**config.mk**
```make
export PLATFORM = sky130hd
export DESIGN_NAME = decoder_pipe_flat
export DESIGN_NICKNAME = d
export VERILOG_FILES = /design/src/rtl/decoder_pipe_if.sv /design/src/rtl/decoder_pipe.sv /design/src/flat_wrapper.sv
export SDC_FILE = /design/constraint.sdc
export NUM_CORES = 1
export LEC_CHECK = 0
export ABC_AREA = 0
export BUFFER_PORTS_ARGS = -buffer_cell sky130_fd_sc_hd__buf_2
export CAP_MARGIN = 20
export CORE_MARGIN = 10
export CORE_UTILIZATION = 48
export CTS_CLUSTER_SIZE = 8
export DETAILED_ROUTE_END_ITERATION = 12
export GPL_TIMING_DRIVEN = 0
export HOLD_SLACK_MARGIN = 0.08
export PLACE_DENSITY = 0.74
export REMOVE_ABC_BUFFERS = 1
export SLEW_MARGIN = 20
export SYNTH_ARGS = -nofsm -noshare
export SYNTH_HDL_FRONTEND = slang
export SYNTH_SLANG_ARGS = --single-unit
```
**constraint.sdc**
```tcl
create_clock -name clk -period 1.9 [get_ports clk]
set_clock_uncertainty 0.1 [all_clocks]
set_input_delay 0.19 -clock clk [delete_from_list [all_inputs] [get_ports clk]]
set_output_delay 0.19 -clock clk [all_outputs]
set_load 0.005 [all_outputs]
```
**src/rtl/decoder_pipe_if.sv**
```systemverilog
// decoder_pipe_if: handshake bundle between a code producer and the decoder_pipe block.
//
// Signals (directions seen from the slave, i.e. the decoder):
//   mode       in   2      00 DECODE, 01 THERMO, 10 SCAN, 11 OFF
//   in_valid   in   1      in_code is valid
//   in_ready   out  1      decoder accepts in_code this cycle
//   in_code    in   IN_W   binary code
//   out_valid  out  1      out_lines holds an unconsumed item
//   out_ready  in   1      downstream consumes the item this cycle
//   out_lines  out  OUT_W  registered decoded lines
//   scan_wrap  out  1      pulse: the scan item just shown is bit OUT_W-1
interface decoder_pipe_if #(
    parameter int IN_W = 3
);
    localparam int OUT_W = 2 ** IN_W;

    logic [1:0]       mode;
    logic             in_valid;
    logic             in_ready;
    logic [IN_W-1:0]  in_code;
    logic             out_valid;
    logic             out_ready;
    logic [OUT_W-1:0] out_lines;
    logic             scan_wrap;

    modport master (
        output mode, in_valid, in_code, out_ready,
        input  in_ready, out_valid, out_lines, scan_wrap
    );

    modport slave (
        input  mode, in_valid, in_code, out_ready,
        output in_ready, out_valid, out_lines, scan_wrap
    );
endinterface

```
**src/rtl/decoder_pipe.sv**
```systemverilog
// decoder_pipe: registered binary-to-2**IN_W-line decoder (one-hot, thermometer, walking-one scan) with valid/ready on both sides.
//
// Parameters:
//   IN_W      input code width (1..6)
//   SCAN_DIV  clock cycles per scan step (>= 1)
// Ports:
//   clk     rising-edge clock
//   resetn  asynchronous active-low reset
//   bus     decoder_pipe_if slave modport carrying mode, input and output handshakes
module decoder_pipe #(
    parameter int IN_W     = 3,
    parameter int SCAN_DIV = 4
) (
    input  logic          clk,
    input  logic          resetn,
    decoder_pipe_if.slave bus
);
    localparam int OUT_W = 2 ** IN_W;
    localparam int DIV_W = (SCAN_DIV > 1) ? $clog2(SCAN_DIV) : 1;

    localparam logic [1:0] M_DEC    = 2'b00;
    localparam logic [1:0] M_THERMO = 2'b01;
    localparam logic [1:0] M_SCAN   = 2'b10;

    logic [1:0]       mode_q;
    logic [DIV_W-1:0] div_q, div_d, div_e;
    logic [IN_W-1:0]  idx_q, idx_d, idx_e;
    logic [OUT_W-1:0] lines_q, lines_d;
    logic             valid_q, valid_d;
    logic             wrap_q, wrap_d;

    logic             free, chg, accept, tc, scan_load, in_ready;
    logic [OUT_W-1:0] onehot, therm;

    // State register: mode history, scan divider/index and the output stage.
    always_ff @(posedge clk or negedge resetn) begin
        if (!resetn) begin
            mode_q  <= 2'b00;
            div_q   <= '0;
            idx_q   <= '0;
            lines_q <= '0;
            valid_q <= 1'b0;
            wrap_q  <= 1'b0;
        end else begin
            mode_q  <= bus.mode;
            div_q   <= div_d;
            idx_q   <= idx_d;
            lines_q <= lines_d;
            valid_q <= valid_d;
            wrap_q  <= wrap_d;
        end
    end

    // A mode change restarts the scan in the very cycle it is seen, so the
    // change cycle already counts as divider step 0; this puts the first scan
    // item SCAN_DIV cycles after entry and gives one item per cycle at SCAN_DIV=1.
    assign free      = !valid_q || bus.out_ready;
    assign chg       = bus.mode != mode_q;
    assign div_e     = chg ? '0 : div_q;
    assign idx_e     = chg ? '0 : idx_q;
    assign accept    = bus.in_valid && in_ready;
    assign tc        = div_e == DIV_W'(SCAN_DIV - 1);
    assign scan_load = (bus.mode == M_SCAN) && tc && free;

    always_comb begin
        onehot = OUT_W'(1) << bus.in_code;
        for (int i = 0; i < OUT_W; i++) therm[i] = i <= int'(bus.in_code);
    end

    // Next-state logic. At terminal count with a busy stage the divider simply
    // holds, so the pending step is loaded the first cycle the stage frees up.
    always_comb begin
        div_d   = div_e;
        idx_d   = idx_e;
        lines_d = lines_q;
        valid_d = valid_q && !bus.out_ready;
        wrap_d  = 1'b0;
        if (bus.mode == M_SCAN) begin
            div_d = tc ? (free ? '0 : div_e) : div_e + 1'b1;
            idx_d = scan_load ? idx_e + 1'b1 : idx_e;
        end
        if (scan_load) begin
            lines_d = OUT_W'(1) << idx_e;
            valid_d = 1'b1;
            wrap_d  = &idx_e;
        end else if (accept) begin
            lines_d = (bus.mode == M_THERMO) ? therm : onehot;
            valid_d = 1'b1;
        end
    end

    // Outputs.
    always_comb begin
        in_ready      = ((bus.mode == M_DEC) || (bus.mode == M_THERMO)) && free;
        bus.in_ready  = in_ready;
        bus.out_valid = valid_q;
        bus.out_lines = lines_q;
        bus.scan_wrap = wrap_q;
    end
endmodule

```
**src/flat_wrapper.sv**
```systemverilog
// flat-port wrapper written by rule: the top's interface ports become plain ports
module decoder_pipe_flat 
#(
    parameter int IN_W     = 3,
    parameter int SCAN_DIV = 4
)
  (clk, resetn, bus_mode, bus_in_valid, bus_in_code, bus_out_ready, bus_in_ready, bus_out_valid, bus_out_lines, bus_scan_wrap);
  decoder_pipe_if #(.IN_W(IN_W)) bus_i ();
  input  logic clk;
  input  logic resetn;
  input wire logic [$bits(bus_i.mode)-1:0] bus_mode;
  input wire logic [$bits(bus_i.in_valid)-1:0] bus_in_valid;
  input wire logic [$bits(bus_i.in_code)-1:0] bus_in_code;
  input wire logic [$bits(bus_i.out_ready)-1:0] bus_out_ready;
  output wire logic [$bits(bus_i.in_ready)-1:0] bus_in_ready;
  output wire logic [$bits(bus_i.out_valid)-1:0] bus_out_valid;
  output wire logic [$bits(bus_i.out_lines)-1:0] bus_out_lines;
  output wire logic [$bits(bus_i.scan_wrap)-1:0] bus_scan_wrap;
  assign bus_i.mode = bus_mode;
  assign bus_i.in_valid = bus_in_valid;
  assign bus_i.in_code = bus_in_code;
  assign bus_i.out_ready = bus_out_ready;
  assign bus_in_ready = bus_i.in_ready;
  assign bus_out_valid = bus_i.out_valid;
  assign bus_out_lines = bus_i.out_lines;
  assign bus_scan_wrap = bus_i.scan_wrap;
  decoder_pipe #(.IN_W(IN_W), .SCAN_DIV(SCAN_DIV)) u_core (.clk(clk), .resetn(resetn), .bus(bus_i));
endmodule
```
==> metrics.txt <==
Starting Density=between 50% and 60%; setup ws final=-0.1638 ns; Crit Path Max Fanout=7; Fmax=just under 500 MHz; die footprint=0.004290 mm^2; peak supply drop=0.4295 mV; Synth area leader=dfrtp_1; fillcell total=between 150 and 200; first-pass GRT wire length=3719 um; routability cong.=0.7986; Iter 0 DRT Violations=37; core box area=0.001962 mm^2; Logic pwr share=between 20% and 30%; PortBufs=19; Power Density=610.2 mW/mm^2; Post-Syn Area per Cell=slightly above 9 um^2; Slew @ Worst Pin=0.3822 ns; top cells by area, synth=dfrtp_1, ha_1, nand2_1; internal power=556.9 uW; count leader, synth=dfrtp_1; Vias=857; Synthesis Warnings=0; violated checks=setup timing; critical path launch point=u_core.mode_q[0]; Clock transition at path regs=0.10 ns; Post-Place Cell Area=about 0.0011 mm^2; Max Slew Vio Count=0; asr flop ratio synth=100.0%; Sw Pwr=~220 uW; pin count of the biggest net entering global routing=18; Syn Std Cell Area=993.5 um^2; clk sinks=17; ys flop type=dfrtp_1; cells after synthesis=108; sequential area share after synthesis=42.82%; Worst setup SP type=flip-flop; post-layout util=65.24%; IO Pins=20; Root Driver=clkbuf_4; Clk Latency, worst-skew pair=0.30 ns; Period minus WS final=2.064 ns; initial antenna violation count=0; Rows=16; max_cap viols=0; #FFs+latches synth=17; ratio of cells with drive above 1 in the final layout=between 40% and 50%; origin of the critical flop-to-flop path=u_core.mode_q[0]; # DRC=0; DP Wirelength=roughly 1500 um; die height=~65 um; top cells by count, synth=dfrtp_1, nand2_1, nor2_1, ha_1, o21ai_0; Die W=65.50 um; switching part of the total=28.70%; WS Path Type=flip-flop to flip-flop; nets@finish=151; RSZ-0062 raised after global routing=true; drt first pass iters=4; Final Hold Vio Count=0; Remaining Overflow, GRT=0; Antenna Violating Nets Remaining=0; Tcrit/Tclk final=108.6%; area grow syn2layout=28.84%; WP data required=2.01 ns; H-Tree Depth=1; CP Data Arrival Time=2.17 ns; top cell type's share of synthesized area=between 40% and 50%; Yosys cell types=34; TritonCTS clock tree=yes; WL/cell=around 14 um; Power Total=781.0 uW; Design Area, Final=0.001280 mm^2; gr usage total=10.71%; outcome=finished, violations left; Inserted Diodes=0; CTS Buf Count=3; class of the worst hold path=input pin to flip-flop; Clock Path Buffers=2; CP Capture Type=flip-flop; via/cell ratio=5.323; Reg power frac=52.8%; WHS=0.1417 ns; Slew HR=74.52%; vias in the first global route=870; leakage power total=0.0006441 uW; Clk pwr share=25.1%; final WL=between 2000 and 2500 um; EDFF count, synth=0; Setup-failing EPs final=11; worst hold start=bus_in_code[0]
==> layout by cell type (no fill, tap or decap), types with 4 or more instances in the layout <==
| cell | count |
|---|---|
| dfrtp_1 | 17 |
| ha_1 | 5 |
| nand2_1 | 9 |
| buf_2 | 19 |
| nor2_1 | 10 |
| nand2_2 | 4 |
| a21oi_1 | 5 |
| buf_4 | 4 |
| o21ai_0 | 6 |
| a31oi_1 | 5 |
==> sequential cells by signal (all words and copies together), names as in the netlist <==
signal,cells
u_core.mode_q,2
u_core.bus.scan_wrap,1
u_core.bus.out_valid,1
u_core.idx_q,3
u_core.bus.out_lines,8
u_core.div_q,2
==> cell type report <==
| cell class | count | area (um^2) | area share (%) |
|---|---|---|---|
| inverters | 4 | 15.01 | 1.173 |
| multi-input cells | 82 | 611.8 | 47.80 |
| clock inverters | 1 | 5.005 | 0.3910 |
| clock buffers | 3 | 22.52 | 1.760 |
| well taps | 27 | 33.78 | 2.639 |
| repair buffers | 27 | 166.4 | 13.00 |
| flip-flops and latches | 17 | 425.4 | 33.24 |
==> through the flow <==
step	setup WS [ns]	std cells	setup TNS [ns]
floorplan	-0.06164	103	-0.2822
CTS	-0.05475	159	-0.4398
finish	-0.1638	161	-0.9852
global placement	-0.2989	149	-2.487
detailed placement	-0.3487	149	-2.826
global route	-0.2659	161	-2.220
==> kinds of logic after synthesis <==
| kind of cell | Yosys count | share of synthesized area, % |
|---|---|---|
| and+or+nand+nor | 45 | 23.18 |
| AOI/OAI and AO/OA | 24 | 14.23 |
| DFF | 17 | 42.82 |
| buffers and inverters | 9 | 5.163 |
| adders and majority gates | 7 | 8.816 |
| xor gates and xnor gates | 3 | 2.645 |
| muxes | 3 | 3.149 |
==> timing repair <==
| action | 4_1_cts | 5_1_grt |
|---|---|---|
| pin swaps | 6 | 5 |
| gates resized for setup | 17 | 9 |
| endpoints found under the hold margin | 19 | 0 |
| gates cloned | 0 | 0 |
| buffers inserted | 3 | 2 |
| endpoints found under the setup margin | 12 | 12 |
| hold buffers | 3 | 0 |
==> power by group through the flow <==
stage	clock, uW	combinational [uW]	sequential [uW]
after floorplan	0	68.2	422
after global placement	0	139	417
after detailed placement	0	142	418
after CTS	203	163	412
final	196	172	413
after global routing	216	195	418
==> worst max-delay path, stage by stage (launching register included) <==
cell     delay [ns]
dfrtp_1        0.41
xnor2_2        0.21
and2_4         0.20
nand2_2        0.06
inv_2          0.06
ha_4           0.12
and3b_2        0.29
and2_4         0.23
nand3_2        0.08
a31oi_1        0.22
==> path summary, 6_finish.rpt <==
check / to / slack [ns] / depth (start not counted)
setup / recovery: u_core.bus.out_lines[1] / -0.16 / 9
hold / removal: u_core.bus.out_lines[7] / 0.14 / 3
setup reg to reg: u_core.bus.out_lines[1] / -0.16 / 9
hold reg to reg: u_core.bus.out_lines[6] / 0.39 / 2
max in group asynchronous: u_core.bus.out_lines[0] / 1.17 / 2
min in group asynchronous: u_core.bus.out_valid / 0.25 / 2
==> per-layer routing <==
layer	GRT usage, %	part of all wire (%)	routed length, um	vias up
met5	0	0	0	-
li1	-	-	-	422
met4	5.348	2.0	46	0
met2	18.41	49	1137	30
met1	11.47	42	973	400
met3	3.559	6.8	157	5
Power figures use the tool's default switching activity.
